<file path="src/rtl/digi_clock_pkg.sv">
// Shared types, wrap limits and BCD helpers for the time-of-day engine.
package digi_clock_pkg;

   typedef logic [3:0] bcd_t;

   typedef enum logic [1:0] {
      IDLE   = 2'd0,
      RING   = 2'd1,
      SNOOZE = 2'd2
   } alarm_state_t;

   localparam logic [7:0] SEC_MAX  = 8'h59;
   localparam logic [7:0] MIN_MAX  = 8'h59;
   localparam logic [7:0] HOUR_MAX = 8'h23;

   function automatic logic time_valid(input logic [23:0] t);
      logic ok;
      ok = 1'b1;
      for (int i = 0; i < 6; i++) begin
         ok = ok & (t[i*4 +: 4] <= 4'd9);
      end
      // BCD compares are ordinal once every digit is <= 9
      ok = ok & (t[15:12] <= 4'd5) & (t[7:4] <= 4'd5) & (t[23:16] <= HOUR_MAX);
      return ok;
   endfunction

   function automatic logic [7:0] hour_to_12h(input logic [7:0] h);
      logic [4:0] bin;
      logic [4:0] adj;
      logic [7:0] r;
      adj = 5'd0;
      bin = ({1'b0, h[7:4]} * 5'd10) + {1'b0, h[3:0]};
      if (bin == 5'd0) begin
         r = 8'h12;
      end else if (bin > 5'd12) begin
         adj = bin - 5'd12;
         r   = (adj >= 5'd10) ? {4'd1, 4'(adj - 5'd10)} : {4'd0, adj[3:0]};
      end else begin
         r = h;
      end
      return r;
   endfunction

endpackage

</file>
<file path="src/rtl/bcd_mod_cnt.sv">
// Two-digit BCD counter wrapping at MAX_BCD, with clear, load and carry-out.
module bcd_mod_cnt
   import digi_clock_pkg::*;
#(
   parameter logic [7:0] MAX_BCD = 8'h59
) (
   input  logic       clk,
   input  logic       rst_n,
   input  logic       clr,
   input  logic       load,
   input  logic       inc,
   input  logic [7:0] ld_val,
   output logic [7:0] q,
   output logic [7:0] nxt,
   output logic       carry
);

   logic [7:0] q_r;
   logic [7:0] nxt_s;
   logic [7:0] inc_val_s;
   bcd_t       hi_s;
   bcd_t       lo_s;

   // BCD increment with wrap at the modulus
   always_comb begin
      hi_s = q_r[7:4];
      lo_s = q_r[3:0];
      if (q_r == MAX_BCD) begin
         inc_val_s = 8'h00;
      end else if (lo_s == 4'd9) begin
         inc_val_s = {hi_s + 4'd1, 4'd0};
      end else begin
         inc_val_s = {hi_s, lo_s + 4'd1};
      end
   end

   // next value, clear over load over increment
   always_comb begin
      if (clr) begin
         nxt_s = 8'h00;
      end else if (load) begin
         nxt_s = ld_val;
      end else if (inc) begin
         nxt_s = inc_val_s;
      end else begin
         nxt_s = q_r;
      end
   end

   // digit register
   always_ff @(posedge clk or negedge rst_n) begin
      if (!rst_n) begin
         q_r <= 8'h00;
      end else begin
         q_r <= nxt_s;
      end
   end

   assign q     = q_r;
   assign nxt   = nxt_s;
   assign carry = inc & (q_r == MAX_BCD);

endmodule

</file>
<file path="src/rtl/digi_clock_core.sv">
// Time-of-day engine: prescaler, BCD hh:mm:ss chain, 12/24 h display, validated load, alarm FSM.
// Define DCLK_SNOOZE_EN to build the SNOOZE state and its minute counter.
module digi_clock_core
   import digi_clock_pkg::*;
#(
   parameter int CLK_HZ     = 50000000,
   parameter int TICK_HZ    = 1,
   parameter int PRE_W      = 26,
   parameter int RING_SEC   = 30,
   parameter int SNOOZE_MIN = 5
) (
   input  logic        clk,
   input  logic        rst_n,
   input  logic        en,
   input  logic        clr,
   input  logic        load,
   input  logic [23:0] ld_time,
   input  logic        mode_12h,
   input  logic        al_wr,
   input  logic [15:0] al_time,
   input  logic        al_en,
   input  logic        al_stop,
   input  logic        al_snooze,
   output logic [23:0] time_bcd,
   output logic        pm,
   output logic        tick,
   output logic        ring,
   output logic        load_err
);

   localparam int               DIV       = CLK_HZ / TICK_HZ;
   localparam logic [PRE_W-1:0] PRE_LAST  = PRE_W'(DIV - 1);
   localparam logic [PRE_W-1:0] PRE_ONE   = PRE_W'(1);
   localparam logic [PRE_W-1:0] PRE_ZERO  = PRE_W'(0);
   localparam logic [5:0]       RING_LAST = 6'(RING_SEC - 1);

   logic [PRE_W-1:0] pre_r;
   logic             tick_s;
   logic             adv_s;
   logic             ld_ok_s;
   logic             do_load_s;
   logic [7:0]       s_q_s, m_q_s, h_q_s;
   logic [7:0]       s_nxt_s, m_nxt_s, h_nxt_s;
   logic             s_carry_s, m_carry_s, unused_h_carry_s;
   logic [15:0]      al_reg_r;
   alarm_state_t     state_r, state_nxt_s;
   logic [5:0]       ring_cnt_r;
   logic             ring_done_s;
   logic             alarm_hit_s;
   logic             ring_s;
   logic [23:0]      time_r;
   logic             pm_r;
   logic             load_err_r;

   assign tick_s    = en & (pre_r == PRE_LAST);
   // clr and any load pre-empt the time step on the same edge
   assign adv_s     = tick_s & ~clr & ~load;
   assign ld_ok_s   = time_valid(ld_time);
   assign do_load_s = load & ~clr & ld_ok_s;

   // prescaler
   always_ff @(posedge clk or negedge rst_n) begin
      if (!rst_n) begin
         pre_r <= PRE_ZERO;
      end else if (clr | load) begin
         pre_r <= PRE_ZERO;
      end else if (en) begin
         pre_r <= tick_s ? PRE_ZERO : pre_r + PRE_ONE;
      end else begin
         pre_r <= pre_r;
      end
   end

   bcd_mod_cnt #(.MAX_BCD(SEC_MAX)) u_sec (
      .clk(clk), .rst_n(rst_n), .clr(clr), .load(do_load_s), .inc(adv_s),
      .ld_val(ld_time[7:0]), .q(s_q_s), .nxt(s_nxt_s), .carry(s_carry_s)
   );

   bcd_mod_cnt #(.MAX_BCD(MIN_MAX)) u_min (
      .clk(clk), .rst_n(rst_n), .clr(clr), .load(do_load_s), .inc(s_carry_s),
      .ld_val(ld_time[15:8]), .q(m_q_s), .nxt(m_nxt_s), .carry(m_carry_s)
   );

   bcd_mod_cnt #(.MAX_BCD(HOUR_MAX)) u_hour (
      .clk(clk), .rst_n(rst_n), .clr(clr), .load(do_load_s), .inc(m_carry_s),
      .ld_val(ld_time[23:16]), .q(h_q_s), .nxt(h_nxt_s), .carry(unused_h_carry_s)
   );

   // registered display, pm flag and load rejection pulse
   always_ff @(posedge clk or negedge rst_n) begin
      if (!rst_n) begin
         time_r     <= 24'h000000;
         pm_r       <= 1'b0;
         load_err_r <= 1'b0;
      end else begin
         time_r     <= {(mode_12h ? hour_to_12h(h_q_s) : h_q_s), m_q_s, s_q_s};
         pm_r       <= (h_q_s >= 8'h12);
         load_err_r <= load & ~clr & ~ld_ok_s;
      end
   end

   // alarm time register
   always_ff @(posedge clk or negedge rst_n) begin
      if (!rst_n) begin
         al_reg_r <= 16'h0000;
      end else if (al_wr) begin
         al_reg_r <= al_time;
      end else begin
         al_reg_r <= al_reg_r;
      end
   end

   // compare against the post-step time so the ringing starts on the matching tick
   assign alarm_hit_s = al_en & adv_s & ({h_nxt_s, m_nxt_s, s_nxt_s} == {al_reg_r, 8'h00});
   assign ring_done_s = adv_s & (ring_cnt_r == RING_LAST);

   // ticks spent ringing in the current session
   always_ff @(posedge clk or negedge rst_n) begin
      if (!rst_n) begin
         ring_cnt_r <= 6'd0;
      end else if (state_r != RING) begin
         ring_cnt_r <= 6'd0;
      end else if (adv_s) begin
         ring_cnt_r <= ring_cnt_r + 6'd1;
      end else begin
         ring_cnt_r <= ring_cnt_r;
      end
   end

`ifdef DCLK_SNOOZE_EN
   localparam logic [11:0] SNZ_LAST = 12'((SNOOZE_MIN * 60) - 1);

   logic [11:0] snz_cnt_r;
   logic        snz_done_s;

   // ticks spent snoozing
   always_ff @(posedge clk or negedge rst_n) begin
      if (!rst_n) begin
         snz_cnt_r <= 12'd0;
      end else if (state_r != SNOOZE) begin
         snz_cnt_r <= 12'd0;
      end else if (adv_s) begin
         snz_cnt_r <= snz_cnt_r + 12'd1;
      end else begin
         snz_cnt_r <= snz_cnt_r;
      end
   end

   assign snz_done_s = adv_s & (snz_cnt_r == SNZ_LAST);
`else
   localparam int unused_snooze_min = SNOOZE_MIN;
   logic unused_snooze_s;
   assign unused_snooze_s = al_snooze;
`endif

   // alarm state register
   always_ff @(posedge clk or negedge rst_n) begin
      if (!rst_n) begin
         state_r <= IDLE;
      end else begin
         state_r <= state_nxt_s;
      end
   end

   // alarm next-state
   always_comb begin
      state_nxt_s = state_r;
      if (clr | load) begin
         state_nxt_s = IDLE;
      end else begin
         case (state_r)
            IDLE: begin
               if (alarm_hit_s) state_nxt_s = RING;
               else             state_nxt_s = IDLE;
            end
            RING: begin
               if (al_stop | ~al_en)  state_nxt_s = IDLE;
`ifdef DCLK_SNOOZE_EN
               else if (al_snooze)    state_nxt_s = SNOOZE;
`endif
               else if (ring_done_s)  state_nxt_s = IDLE;
               else                   state_nxt_s = RING;
            end
            SNOOZE: begin
`ifdef DCLK_SNOOZE_EN
               if (al_stop | ~al_en)  state_nxt_s = IDLE;
               else if (snz_done_s)   state_nxt_s = RING;
               else                   state_nxt_s = SNOOZE;
`else
               state_nxt_s = IDLE;
`endif
            end
            default: state_nxt_s = IDLE;
         endcase
      end
   end

   // alarm outputs
   always_comb begin
      ring_s = (state_r == RING);
   end

   assign time_bcd = time_r;
   assign pm       = pm_r;
   assign tick     = tick_s;
   assign ring     = ring_s;
   assign load_err = load_err_r;

endmodule

</file>
<file path="config.mk">
export PLATFORM = sky130hd
export DESIGN_NAME = digi_clock_core
export DESIGN_NICKNAME = d
export VERILOG_FILES = /design/src/rtl/digi_clock_pkg.sv /design/src/rtl/bcd_mod_cnt.sv /design/src/rtl/digi_clock_core.sv
export SDC_FILE = /design/constraint.sdc
export NUM_CORES = 1
export LEC_CHECK = 0
export CAP_MARGIN = 10
export CORE_ASPECT_RATIO = 1.75
export CORE_MARGIN = 3
export CORE_UTILIZATION = 40
export CTS_CLUSTER_DIAMETER = 80
export CTS_CLUSTER_SIZE = 28
export DETAILED_ROUTE_END_ITERATION = 16
export GPL_TIMING_DRIVEN = 0
export REMOVE_ABC_BUFFERS = 1
export SYNTH_ARGS = -nofsm -noshare
export SYNTH_HDL_FRONTEND = slang
export SYNTH_SLANG_ARGS = --single-unit
</file>
<file path="constraint.sdc">
create_clock -name clk -period 3.6 [get_ports clk]
set_input_delay 0.72 -clock clk [delete_from_list [all_inputs] [get_ports clk]]
set_output_delay 0.72 -clock clk [all_outputs]
set_load 0.02 [all_outputs]
</file>
==> results.sh, run 1 <==
export IMPL_status="completed"
export IMPL_route_vias_total=5096
export IMPL_synthArstFlopShare=1.00
export IMPL_io_pins=78
export IMPL_routabilityCongestion=0.916
export IMPL_ir_drop_v=0.000223
export IMPL_startpoint="load"
export IMPL_synth_seq_area_share=0.429
export IMPL_period_minus_slack_ps=3430
export IMPL_drive_above_1_share=0.104
export IMPL_avgViaCountPerCell=5.84
export IMPL_crit_path_end_kind="flop"
export IMPL_stdcell_area_um2=7190
export IMPL_yosys_warnings=0
export IMPL_gr_total_overflow=0
export IMPL_p_leak_nw=3.00
export IMPL_setup_tns_ps=0
export IMPL_grt_use_total=0.202
export IMPL_hold_path_class="in2async"
export IMPL_nets=766
export IMPL_insertion_delay_ps=350
export IMPL_maxCapViolations=0
export IMPL_clkTransAtPathRegs_ps=70
export IMPL_wl_per_cell_um=18.5
export IMPL_grt_pass1_wl_um=25700
export IMPL_port_buffer_count=76
export IMPL_clockRootBuffer="clkbuf_16"
export IMPL_drt_first_pass_iters=5
export IMPL_dp_slack_ps=-1940
export IMPL_synthToLayoutAreaGrowth_pct=24.4
export IMPL_max_clock_path_buffers=2
export IMPL_drc_errors=0
export IMPL_dieArea_um2=16000
export IMPL_cp_arrival_ps=3710
export IMPL_chipWidth_um=96.9
export IMPL_diodes=0
export IMPL_core_region_area_um2=14000
export IMPL_cp_start_kind="input pin"
export IMPL_final_cell_mix="dfrtp_1 (99), clkdlybuf4s50_1 (72), nor2_1 (59)"
export IMPL_syn_avg_cell_area_um2=9.51
export IMPL_initial_utilization=0.411
export IMPL_wl_um=16200
export IMPL_synth_edf_count=0
export IMPL_finalPower_w=0.00230
export IMPL_p_per_area_nw_per_um2=320
export IMPL_postCtsHoldBufs=0
export IMPL_synthesis_area_um2=5780
export IMPL_rr_startpoint="u_min.q[0]"
export IMPL_post_route_period_util=0.954
export IMPL_cts_sinks=99
export IMPL_grt_start_max_net_pins=60
export IMPL_dp_hpwl_um=11900
export IMPL_htreeDepth=3
export IMPL_maxSlewHeadroom=0.374
export IMPL_drv_slew=0
export IMPL_fp_dieH_um=165
export IMPL_final_common_cell="dfrtp_1"
export IMPL_cp_max_fo=6
export IMPL_grt_pass1_vias=5151
export IMPL_syn_inst=608
export IMPL_rsz0062_at_grt="false"
export IMPL_hold_viol=0
export IMPL_yosys_register_bits=99
export IMPL_cts_tree="yes"
export IMPL_max_freq_ghz=0.291
export IMPL_placedInstanceArea_um2=6680
export IMPL_setup_viol=0
export IMPL_clock_skew_final_ps=5.87
export IMPL_ant_nets=0
export IMPL_netlist_cell_type_count=72
export IMPL_row_count=57
export IMPL_place_inst=837
export IMPL_worst_slew_pin_slew_ps=937
export IMPL_fin_cells=872
export IMPL_worst_ep_required_time_ps=3880
export IMPL_synth_ff_type="dfrtp_1"
export IMPL_drtIter0Drc=219
export IMPL_cts_buffers=9
export IMPL_worstSetupPathType="in2reg"
export IMPL_fin_ws_ps=166
export IMPL_antenna_found_initial=0
==> cells in the mapped netlist, drive strengths merged, types with 4 or more instances <==
library cell | n | area, µm²
dfrtp | 99 | 2480
clkbuf | 19 | 71.3
and3 | 13 | 83.8
a311oi | 4 | 35.0
mux2i | 9 | 90.1
nor3 | 20 | 100
xor2 | 17 | 149
a31oi | 9 | 56.3
or3 | 6 | 37.5
a211oi | 9 | 67.6
mux2 | 11 | 124
nand4 | 20 | 146
or4 | 4 | 30.0
and4 | 5 | 43.8
nand3 | 33 | 170
nand3b | 5 | 37.5
ha | 24 | 300
buf | 6 | 35.0
inv | 28 | 105
o21ai | 30 | 150
nor4 | 14 | 133
a21boi | 5 | 37.5
nor2 | 60 | 225
a21oi | 17 | 85.1
and3b | 5 | 43.8
xnor2 | 16 | 140
nand2 | 41 | 154
o31ai | 10 | 75.1
nor2b | 5 | 31.3
and2 | 10 | 62.6
==> cell type report <==
cell class	instances	area (µm²)
Timing Repair Buffer	96	932
Inverter	28	105
Clock buffer	13	240
Sequential cell	99	2480
Fill cell	1253	6860
Tap cell	177	221
Clock inverter	2	37.5
Multi-Input combinational cell	457	3180
==> through the flow <==
step                utilization  hold slack (ps)
floorplan                     -              389
global placement          0.474              417
detailed placement        0.475              412
CTS                       0.501              386
global route              0.512              396
finish                    0.512              358
==> metal layers <==
| layer | vias up | routed length (µm) | GRT usage |
|---|---|---|---|
| li1 | 2406 | - | - |
| met1 | 2483 | 6110 | 0.224 |
| met2 | 161 | 8610 | 0.372 |
| met3 | 46 | 792 | 0.0342 |
| met4 | 0 | 654 | 0.101 |
| met5 | - | 0 | 0 |
==> where the power goes <==
part           leakage, nW  internal (W)  switching [W]
registers             1.34       0.00113      0.0000186
logic                 1.53      0.000101       0.000105
clock network        0.130      0.000537       0.000409
total                 3.00       0.00177       0.000533
==> path summary, 6_finish.rpt <==
kind	to	slack, ps	cells past startpoint
worst max-delay path	state_r[0]	170	10
worst max register to register	state_r[0]	180	10
worst min register to register	time_bcd[15]	430	0
min in group clk	time_bcd[15]	430	0
worst min-delay path	pre_r[19]	360	1
max in group asynchronous	u_hour.q[0]	2560	2
==> flip-flops by register name (all words and copies together) (netlist names) <==
signal and cells:
pre_r 26, time_bcd 24, al_reg_r 16, u_hour.q 8
u_min.q 8, u_sec.q 8, ring_cnt_r 6, load_err 1
pm 1, state_r 1
==> kinds of logic (layout without fill, tap and decap cells) <==
logic type,count (synthesis),count (layout),synth area share
AOI/OAI and AO/OA,121,121,0.143
muxes,20,20,0.0370
xor gates and xnor gates,33,33,0.0500
adders and majority gates,25,25,0.0554
DFF,99,99,0.429
buffers and inverters,53,139,0.0366
and+or+nand+nor,257,258,0.250
==> timing repair <==
| item | CTS | global route |
|---|---|---|
| pin swaps | 4 | 7 |
| resized for setup | 18 | 10 |
| endpoints found under the setup margin | 12 | 1 |
| buffers inserted | 6 | 13 |
| cloned | 0 | 1 |
==> critical path, stage by stage <==
cell           delay, ps
dlygate4sd2_1        320
and4bb_2             390
nand4_4              170
or4_1                540
mux2_2               300
o21a_1               210
or4bb_1              480
a21oi_1              220
o2111ai_1            240
nand2_1              120
Power figures use the tool's default switching activity.
==> inputs of run 2 (changes only) <==
--- a/config.mk
+++ b/config.mk
@@ -5,7 +5,6 @@
 export SDC_FILE = /design/constraint.sdc
 export NUM_CORES = 1
 export LEC_CHECK = 0
-export CAP_MARGIN = 10
 export CORE_ASPECT_RATIO = 1.75
 export CORE_MARGIN = 3
 export CORE_UTILIZATION = 40
==> results.sh, run 2 (synthesis results as in run 1) <==
export IMPL_status="completed"
export IMPL_wl_um=16200
export IMPL_met2_usage=0.372
export IMPL_fp_dieH_um=165
export IMPL_gr_total_overflow=0
export IMPL_fin_util=0.512
export IMPL_final_cell_mix="dfrtp_1 (99), clkdlybuf4s50_1 (72), nor2_1 (59)"
export IMPL_met3_usage=0.0342
export IMPL_core_region_area_um2=14000
export IMPL_post_route_period_util=0.954
export IMPL_cp_arrival_ps=3710
export IMPL_cp_start_kind="input pin"
export IMPL_rrSetupSlack_ps=180
export IMPL_finalPower_w=0.00230
export IMPL_drtIter0Drc=219
export IMPL_drt_first_pass_iters=5
export IMPL_largest_register_ffs=26
export IMPL_cts_sinks=99
export IMPL_met1_usage=0.224
export IMPL_htreeDepth=3
export IMPL_row_count=57
export IMPL_max_freq_ghz=0.291
export IMPL_nets=766
export IMPL_reg2reg_to="state_r[0]"
export IMPL_drc_errors=0
export IMPL_hold_path_class="in2async"
export IMPL_clock_skew_final_ps=5.87
export IMPL_postCtsHoldBufs=0
export IMPL_chipWidth_um=96.9
export IMPL_dieArea_um2=16000
export IMPL_hold_ws_ps=358
export IMPL_dp_hpwl_um=11900
export IMPL_antenna_found_initial=0
export IMPL_cts_tree="yes"
export IMPL_wl_per_cell_um=18.5
export IMPL_clockRootBuffer="clkbuf_16"
export IMPL_grt_pass1_wl_um=25700
export IMPL_multi_input_area_um2=3180
export IMPL_reg2reg_depth=10
export IMPL_routabilityCongestion=0.916
export IMPL_port_buffer_count=76
export IMPL_p_per_area_nw_per_um2=320
export IMPL_drive_above_1_share=0.104
export IMPL_cts_buffers=9
export IMPL_maxCapViolations=0
export IMPL_setup_viol=0
export IMPL_avgViaCountPerCell=5.84
export IMPL_hold_viol=0
export IMPL_nFillCells=1253
export IMPL_final_common_cell="dfrtp_1"
export IMPL_insertion_delay_ps=350
export IMPL_ir_drop_v=0.000223
export IMPL_synthToLayoutAreaGrowth_pct=24.4
export IMPL_maxSlewHeadroom=0.374
export IMPL_drv_slew=0
export IMPL_top_register="pre_r"
export IMPL_period_minus_slack_ps=3430
export IMPL_top_usage_layer="met2"
export IMPL_p_leak_nw=3.00
export IMPL_diodes=0
export IMPL_crit_path_end_kind="flop"
export IMPL_grt_use_total=0.202
export IMPL_worst_ep_required_time_ps=3880
export IMPL_io_pins=78
export IMPL_max_clock_path_buffers=2
export IMPL_grt_start_max_net_pins=60
export IMPL_cp_max_fo=6
export IMPL_initial_utilization=0.411
export IMPL_ant_nets=0
export IMPL_clkTransAtPathRegs_ps=70
export IMPL_ff_latch_area_um2=2480
export IMPL_worstSetupPathType="in2reg"
export IMPL_worst_slew_pin_slew_ps=937
export IMPL_rr_startpoint="u_min.q[0]"
export IMPL_grt_pass1_vias=5151
export IMPL_route_vias_total=5096
export IMPL_rsz0062_at_grt="false"
run 2: cell counts in the layout (fill, tap and decap cells not counted):
No cell type changed its count.
run 2: area by class of cell:
class	instances	share of cell area
multi-input combinational	457	0.442
clock buffer	13	0.0334
sequential	99	0.344
inverter	28	0.0146
tap	177	0.0308
timing repair buffer	96	0.130
clock inverter	2	0.00522
run 2: worst max-delay path, stage by stage:
cell	delay, ps
dlygate4sd2_1	320
and4bb_2	390
nand4_4	170
or4_1	540
mux2_2	300
o21a_1	210
or4bb_1	480
a21oi_1	220
o2111ai_1	240
nand2_1	120
run 2: repair_timing:
| item | in CTS | in global routing |
|---|---|---|
| gates cloned | 0 | 1 |
| pin swaps | 4 | 7 |
| setup buffers | 6 | 13 |
| setup endpoints to repair | 12 | 1 |
| gates resized for setup | 18 | 10 |
run 2: metrics by stage:
stage	instance area [µm²]	std cells	worst slack, ps	TNS (ps)
after floorplan	5670	583	490	0
after global placement	6660	836	-2080	-217040
after detailed placement	6680	837	-1940	-12750
after CTS	7040	858	18.9	0
after global routing	7190	872	31.2	0
final	7190	872	166	0
run 2: metal layers:
| layer | share of wire | up-vias |
|---|---|---|
| met4 | 0.040 | 0 |
| met1 | 0.38 | 2483 |
| li1 | - | 2406 |
| met3 | 0.049 | 46 |
| met5 | 0 | - |
| met2 | 0.53 | 161 |
run 2: report_power, final:
| part | switching, W | total, W | internal (W) |
|---|---|---|---|
| registers | 0.0000186 | 0.00115 | 0.00113 |
| clock network | 0.000409 | 0.000946 | 0.000537 |
| logic | 0.000105 | 0.000206 | 0.000101 |
| total | 0.000533 | 0.00230 | 0.00177 |
run 2: worst max path at each step:
stage,startpoint,to,slack [ps],cells after the start
floorplan,ld_time[7],state_r[0],490,8
global placement,rst_n,time_bcd[17],-2080,1
detailed placement,clr,state_r[0],-1940,9
CTS,en,state_r[0],20,10
global route,ld_time[7],state_r[0],30,12
finish,load,state_r[0],170,10
==> inputs of run 3 (changes only) <==
--- a/config.mk
+++ b/config.mk
@@ -13,6 +13,7 @@
 export DETAILED_ROUTE_END_ITERATION = 16
 export GPL_TIMING_DRIVEN = 0
 export REMOVE_ABC_BUFFERS = 1
+export SETUP_SLACK_MARGIN = 0.02
 export SYNTH_ARGS = -nofsm -noshare
 export SYNTH_HDL_FRONTEND = slang
 export SYNTH_SLANG_ARGS = --single-unit
==> results of run 3 <==
Final layout, timing and power as in run 2 (identical DEF).
Main changes from that run: number of gates resized after CTS 18 -> 19; via count of the first global-routing pass 5151 -> 5152; overall routing resource usage 0.202 -> 0.203; met1 usage 0.224 -> 0.225
